$ cat src/rtl/fetch_pkg.sv
// fetch_pkg: fetch FSM states and instruction-register command encodings
package fetch_pkg;
    typedef enum logic [2:0] {IDLE, REQ, WAIT, DONE, DRAIN} fetch_state_t;
    localparam logic [1:0] IR_HOLD  = 2'b00;
    localparam logic [1:0] IR_LOAD  = 2'b01;
    localparam logic [1:0] IR_CLEAR = 2'b10;
endpackage

$ cat src/rtl/fetch_timeout_ctr.sv
// fetch_timeout_ctr: counts idle response cycles and flags the last allowed one
module fetch_timeout_ctr #(
    parameter int LIMIT = 64
) (
    input  logic clk,
    input  logic reset,
    input  logic clear,
    input  logic enable,
    output logic expired
);
    localparam int W = ($clog2(LIMIT + 1) > 8) ? $clog2(LIMIT + 1) : 8;
    logic [W-1:0] count;
    // clear wins over counting so a fresh wait always starts from zero
    always_ff @(posedge clk or posedge reset) begin
        if (reset) count <= '0;
        else if (clear) count <= '0;
        else if (enable) count <= count + W'(1);
    end
    // expiry is flagged on the cycle whose increment would reach LIMIT
    assign expired = enable && !clear && (count == W'(LIMIT - 1));
endmodule

$ cat src/rtl/instr_fetch_unit.sv
// instr_fetch_unit: single-outstanding instruction fetch FSM (optional INSTR_MISALIGN_CHECK_EN)
module instr_fetch_unit
    import fetch_pkg::*;
#(
    parameter int TIMEOUT_CYCLES = 64
) (
    input  logic        clk,
    input  logic        reset,
    input  logic        fetch_start,
    input  logic [31:0] fetch_addr,
    input  logic        flush,
    output logic        mem_req,
    output logic [31:0] mem_addr,
    input  logic        mem_gnt,
    input  logic        mem_rvalid,
    input  logic [31:0] mem_rdata,
    output logic [1:0]  ir_control,
    output logic [31:0] instr_data,
    output logic        fetch_busy,
    output logic        fetch_done,
    output logic        fetch_err
);
    fetch_state_t state;
    logic waiting;
    logic timeout;
    assign waiting = (state == WAIT) || (state == DRAIN);
    fetch_timeout_ctr #(.LIMIT(TIMEOUT_CYCLES)) u_timeout (
        .clk    (clk),
        .reset  (reset),
        .clear  (!waiting || (state == WAIT && flush)),
        .enable (waiting && !mem_rvalid),
        .expired(timeout)
    );
    // fetch sequencing; every output is a flop updated alongside the state
    always_ff @(posedge clk or posedge reset) begin
        if (reset) begin
            state      <= IDLE;
            mem_req    <= 1'b0;
            mem_addr   <= '0;
            instr_data <= '0;
            ir_control <= IR_HOLD;
            fetch_busy <= 1'b0;
            fetch_done <= 1'b0;
            fetch_err  <= 1'b0;
        end else begin
            ir_control <= IR_HOLD;
            fetch_done <= 1'b0;
            fetch_err  <= 1'b0;
            case (state)
                IDLE: begin
                    if (flush) ir_control <= IR_CLEAR;
                    else if (fetch_start) begin
`ifdef INSTR_MISALIGN_CHECK_EN
                        if (fetch_addr[1:0] != 2'b00) begin
                            fetch_err  <= 1'b1;
                            ir_control <= IR_CLEAR;
                        end else
`endif
                        begin
                            mem_addr   <= fetch_addr & ~32'h3;
                            mem_req    <= 1'b1;
                            fetch_busy <= 1'b1;
                            state      <= REQ;
                        end
                    end
                end
                REQ: begin
                    if (flush) begin
                        ir_control <= IR_CLEAR;
                        mem_req    <= 1'b0;
                        fetch_busy <= mem_gnt;
                        state      <= mem_gnt ? DRAIN : IDLE;
                    end else if (mem_gnt) begin
                        mem_req <= 1'b0;
                        state   <= WAIT;
                    end
                end
                WAIT: begin
                    if (flush) begin
                        ir_control <= IR_CLEAR;
                        fetch_busy <= !mem_rvalid;
                        state      <= mem_rvalid ? IDLE : DRAIN;
                    end else if (mem_rvalid) begin
                        instr_data <= mem_rdata;
                        ir_control <= IR_LOAD;
                        fetch_done <= 1'b1;
                        state      <= DONE;
                    end else if (timeout) begin
                        fetch_err  <= 1'b1;
                        ir_control <= IR_CLEAR;
                        fetch_busy <= 1'b0;
                        state      <= IDLE;
                    end
                end
                DONE: begin
                    if (flush) ir_control <= IR_CLEAR;
                    fetch_busy <= 1'b0;
                    state      <= IDLE;
                end
                DRAIN: begin
                    if (flush || timeout) ir_control <= IR_CLEAR;
                    fetch_err <= timeout;
                    if (mem_rvalid || timeout) begin
                        fetch_busy <= 1'b0;
                        state      <= IDLE;
                    end
                end
                default: begin
                    mem_req    <= 1'b0;
                    fetch_busy <= 1'b0;
                    state      <= IDLE;
                end
            endcase
        end
    end
endmodule

$ cat config.mk
export PLATFORM = sky130hd
export DESIGN_NAME = instr_fetch_unit
export DESIGN_NICKNAME = d
export VERILOG_FILES = /design/src/rtl/fetch_pkg.sv /design/src/rtl/fetch_timeout_ctr.sv /design/src/rtl/instr_fetch_unit.sv
export SDC_FILE = /design/constraint.sdc
export NUM_CORES = 1
export LEC_CHECK = 0
export CORE_UTILIZATION = 39
export CTS_BUF_LIST = sky130_fd_sc_hd__clkbuf_2 sky130_fd_sc_hd__clkbuf_4 sky130_fd_sc_hd__clkbuf_8
export CTS_CLUSTER_SIZE = 14
export DETAILED_ROUTE_END_ITERATION = 10
export PLACE_DENSITY_LB_ADDON = 0.1
export SLEW_MARGIN = 20
export SYNTH_ARGS = -nofsm -noshare
export SYNTH_HDL_FRONTEND = slang
export SYNTH_SLANG_ARGS = --single-unit
$ cat constraint.sdc
create_clock -name clk -period 2.7 [get_ports clk]
set_input_delay 0.54 -clock clk [delete_from_list [all_inputs] [get_ports clk]]
set_output_delay 0.54 -clock clk [all_outputs]
set_load 0.1 [all_outputs]
== After elaboration in Yosys (flattened, before gate mapping) ==
Index checks and enable logic that the tools add are counted.
Widths: inputs -> output; s select.
Operators by class
  add/sub/neg operators: 1
  equality and inequality tests: 13
  muxes and demuxes: 37
  bitwise logic cells: 2
  reductions and logical operators: 20
Operator list (count)
  $mux 3: 10
  $mux 8: 2
  $mux 1: 15
  $pmux 3 s4: 1
  $mux 2: 5
  $ne 3x3->1 const B: 3
  $add 8x1->8 const B: 1
  $eq 8x6->1 const B: 1
  $eq 3x2->1 const B: 2
  $ne 2x2->1 const B: 3
  $pmux 2 s3: 1
  $reduce_and 3->1: 2
  $reduce_and 6->1: 1
  $reduce_or 3->1: 2
  $reduce_and 5->1: 1
  $logic_and 1x1->1: 4
  $logic_or 1x1->1: 4
  $ne 4x4->1 const B: 1
  $pmux 1 s4: 1
  $reduce_and 4->1: 1
  $eq 3x1->1 const B: 1
  $eq 3x3->1 const B: 1
  $logic_not 1->1: 3
  $logic_not 3->1: 1
  5 further kinds: 6
Storage, ports and cells
  input port bits: 70
  flip-flop bits (word level): 79
  word-level logic and storage cells: 82
  output and inout port bits: 70

== Logic depth before layout (Yosys ltp) ==
  depth in word-level cells: 11
  mapped depth: 6
  depth with buffers taken out: 5

== Hierarchy ==
From an unflattened synthesis, not the netlist that was laid out.
Second synthesis, totals
  cells, all modules: 234
  area, all modules: 3430.8 sq um
Modules (own cells, without submodules)
  instr_fetch_unit: area an instance 3026.7 sq um, times used 1, cells an instance 193, sequential area each 1751.7 sq um
  fetch_timeout_ctr: area an instance 404.1 sq um, times used 1, cells an instance 41, sequential area each 200.2 sq um

== Worst setup path before layout ==
Ideal clock, no wire load.
  kind: input -> register
  start: input flush
  end: register u_timeout.count[4]
  arrival: 1.773 ns
  stages: 4
  required time: 2.634 ns
  setup time: 0.066 ns
  path buffers: 0
  slack: 0.861 ns
  cell sequence: or4b_4 > a21boi_4 > or4_1 > nand2_1
Between the ends
  word-level cells in the longest chain between the ends: 3
  elaborated cells between the ends (all ways): 4
  classes of those cells: mux: 1; reduce/logical: 3
Ends and longest elaborated chain
  start, declared: RTL line instr_fetch_unit.sv:11  | input logic flush,
  $logic_and 1x1->1 (*): RTL line instr_fetch_unit.sv:30  | .clear (!waiting || (state == WAIT && flush)),
  $logic_or 1x1->1 (*): RTL line instr_fetch_unit.sv:30
  $mux 8 or $reduce_bool 2->1 (tied branches)
  end signal, assigned: RTL line fetch_timeout_ctr.sv:17  | else if (enable) count <= count + W'(1);
  end, declared: RTL line fetch_timeout_ctr.sv:12  | logic [W-1:0] count;
Mark *: on every way between the ends. The rest lies on a longest branch, timed or not.
A chain may end at the register's enable or synchronous reset.

== Final worst setup path ==
Ends and elaborated chain as after synthesis.

==> impl_results.md <==
* RSZ-0062 raised after global routing: false
* Top sig layer: met4
* Initial drt markers at between 60 and 70
* Die area at slightly below 9000 sq um
* Tmin final at 2.06 ns
* Main flop type after synthesis: dfrtp_1
* Nets@finish at 445
* H-tree levels at 3
* Final hold viol count at 0
* Max Fanout on Critical Path at 5
* CTS tree: done
* Synth area leaders: dfrtp_1 (61%), mux2_2 (21%), buf_2 (1.2%)
* Clk_lat worst skew at 0.34 ns
* Slew Limit Fails at 0
* Ys async rst share at 1.00
* Total CTS buffers at 9
* Critical Path RT at 2.97 ns
* Met2 wire length at between 3000 and 4000 um
* Post-Syn Area at ~3300 sq um
* First-pass GRT wire length at roughly 11000 um
* Die H at 93.4 um
* Metal3 WL at a little under 600 um
* Synth warnings at 0
* Hold Slack at around 0.5 ns
* Area growth, synth to finish at 47.6%
* Row cnt at 32
* # DRC at 0
* Syn_area_per_cell at roughly 14 sq um
* Share of cells above drive strength 1 at 0.418
* CP arrival at between 2 and 2.5 ns
* I/O pin total at 140
* Via Count at 2345
* Clk slew on worst S/H paths at roughly 0.070 ns
* Final core occ at 0.609
* Synth Register Bits at 79
* CP Capture Type: register
* CTS Hold Bufs at 0
* Placed cell count at around 470
* Kind of critical path: input pin to register
* Startpoint types: input pin
* Synth area leader: dfrtp_1
* Grt ovf at 0
* Drt total wl at a little under 7000 um
* PortBufs at between 100 and 150
* Post-CTS sizing at 0
* Number of flops mapped to enable cells by yosys at 0
* Post-synthesis cell type count at 40
* Fmax at around 0.48 GHz
* Total GRT Usage at 0.166
* Clock skew at 0.00923 ns
* Initial Util at 0.413
* DRT Pass-1 Iters at 4
* Root Buffer: clkbuf_8
* Largest net degree at the start of global routing at 37
* Final cell count without fillers at between 400 and 500
* MaxCap Viol Count at 0
* Initial antenna violation count at 0
* Metal1 wirelength at about 2800 um
* RePlAce Congestion at between 0.8 and 0.9
* Crit share post-route at 0.765
* Hold Path Class: register to register
* Diodes inserted at 0
* Vias in the first global route at roughly 2500
* Clock Sinks at a little under 80
* Post-DRT Antenna Nets at 0
* Seq/Total Area, Yosys at 0.607
* Die Width at 93.4 um
* DR WL/cell at between 10 and 15 um
* Fin Setup TNS at 0 ns
* Setup violations, final at 0
* Placeable Area at about 7900 sq um
* Mapped Cells at 233
* Vias per inst at roughly 4.9
* Clock Path Buffers at 2
* Detailed Place HPWL at slightly below 5000 um
* Post-CTS Setup Inserts at 0
* Synth top area share at 0.607
* Status: finished, final reports clean
-- logic make-up (layout without fill, tap and decap cells) --
group,Yosys count,in the layout,synth area share
flip-flops,79,79,0.607
AO/OA/AOI/OAI,23,23,0.0526
multiplexers,65,65,0.224
AND/OR/NAND/NOR,42,42,0.0749
other,1,2,0.00115
adder cells (fa/ha/maj),1,1,0.00384
buffers and inverters,18,162,0.0261
XOR/XNOR,4,4,0.0108
-- worst max-delay path, cell delays in order --
cell             delay, ns
clkdlybuf4s50_1       0.48
or4b_4                0.56
a21boi_4              0.17
or4_1                 0.51
nand2_1               0.08
-- final timing paths --
check	from	to	slack, ns	cells after the start
max	flush	u_timeout.count[4]	0.64	5
min	u_timeout.count[0]	u_timeout.count[0]	0.50	1
max reg2reg	state[0]	u_timeout.count[4]	0.72	4
min reg2reg	u_timeout.count[0]	u_timeout.count[0]	0.50	1
max in group asynchronous	reset	instr_data[15]	1.60	3
min in group asynchronous	reset	instr_data[27]	0.54	2
-- state kept, by name, indices dropped and copies added, names as in the netlist --
register / flops
mem_addr: 30
state: 3
fetch_busy: 1
fetch_err: 1
mem_req: 1
ir_control: 2
fetch_done: 1
u_timeout.count: 8
instr_data: 32
-- Yosys cell counts, types with 2 or more instances --
| master | number |
|---|---|
| inv_1 | 5 |
| nand3_1 | 4 |
| nor2_1 | 8 |
| xor2_1 | 4 |
| mux2i_1 | 3 |
| a211o_1 | 2 |
| buf_2 | 8 |
| nand2_1 | 8 |
| or4_1 | 2 |
| o21ai_0 | 5 |
| nor3b_1 | 3 |
| mux2_2 | 62 |
| nand2b_1 | 3 |
| buf_4 | 2 |
| dfrtp_1 | 79 |
| clkbuf_1 | 3 |
| nand3b_1 | 3 |
| and3_1 | 3 |
| o22ai_1 | 4 |
| a31oi_1 | 2 |
-- layout by cell type (no fill, tap or decap), types with 5 or more instances in the layout --
master | netlist | routed
buf_4 | 2 | 72
clkbuf_8 | 0 | 9
o21ai_0 | 5 | 5
mux2_2 | 62 | 62
clkdlybuf4s50_1 | 0 | 67
dfrtp_1 | 79 | 79
nand2_1 | 8 | 8
nor2_1 | 8 | 8
-- final cells by class --
class                           instances  area [sq um]
Clock buffer                           10           131
Inverter                                5          18.8
Fill cell                             655          3080
Timing Repair Buffer                  142          1270
Multi-Input combinational cell        137          1200
Tap cell                              102           128
Clock inverter                          5          82.6
Sequential cell                        79          1980
-- per-layer routing --
| metal | vias to the layer above | GRT usage |
|---|---|---|
| met5 | - | 0 |
| met4 | 0 | 0.0654 |
| met3 | 7 | 0.0585 |
| met2 | 90 | 0.278 |
| met1 | 1143 | 0.195 |
| li1 | 1105 | - |
-- metrics by stage --
stage | cell area [sq um] | setup slack [ns]
after CTS | 4810 | 0.654
after floorplan | 3260 | 0.137
after detailed placement | 4590 | 0.304
after global routing | 4810 | 0.617
after global placement | 4590 | 0.310
final | 4810 | 0.635
Power is not shown: default switching activity piles up to over one toggle a cycle in this logic, so the estimate is an artifact.
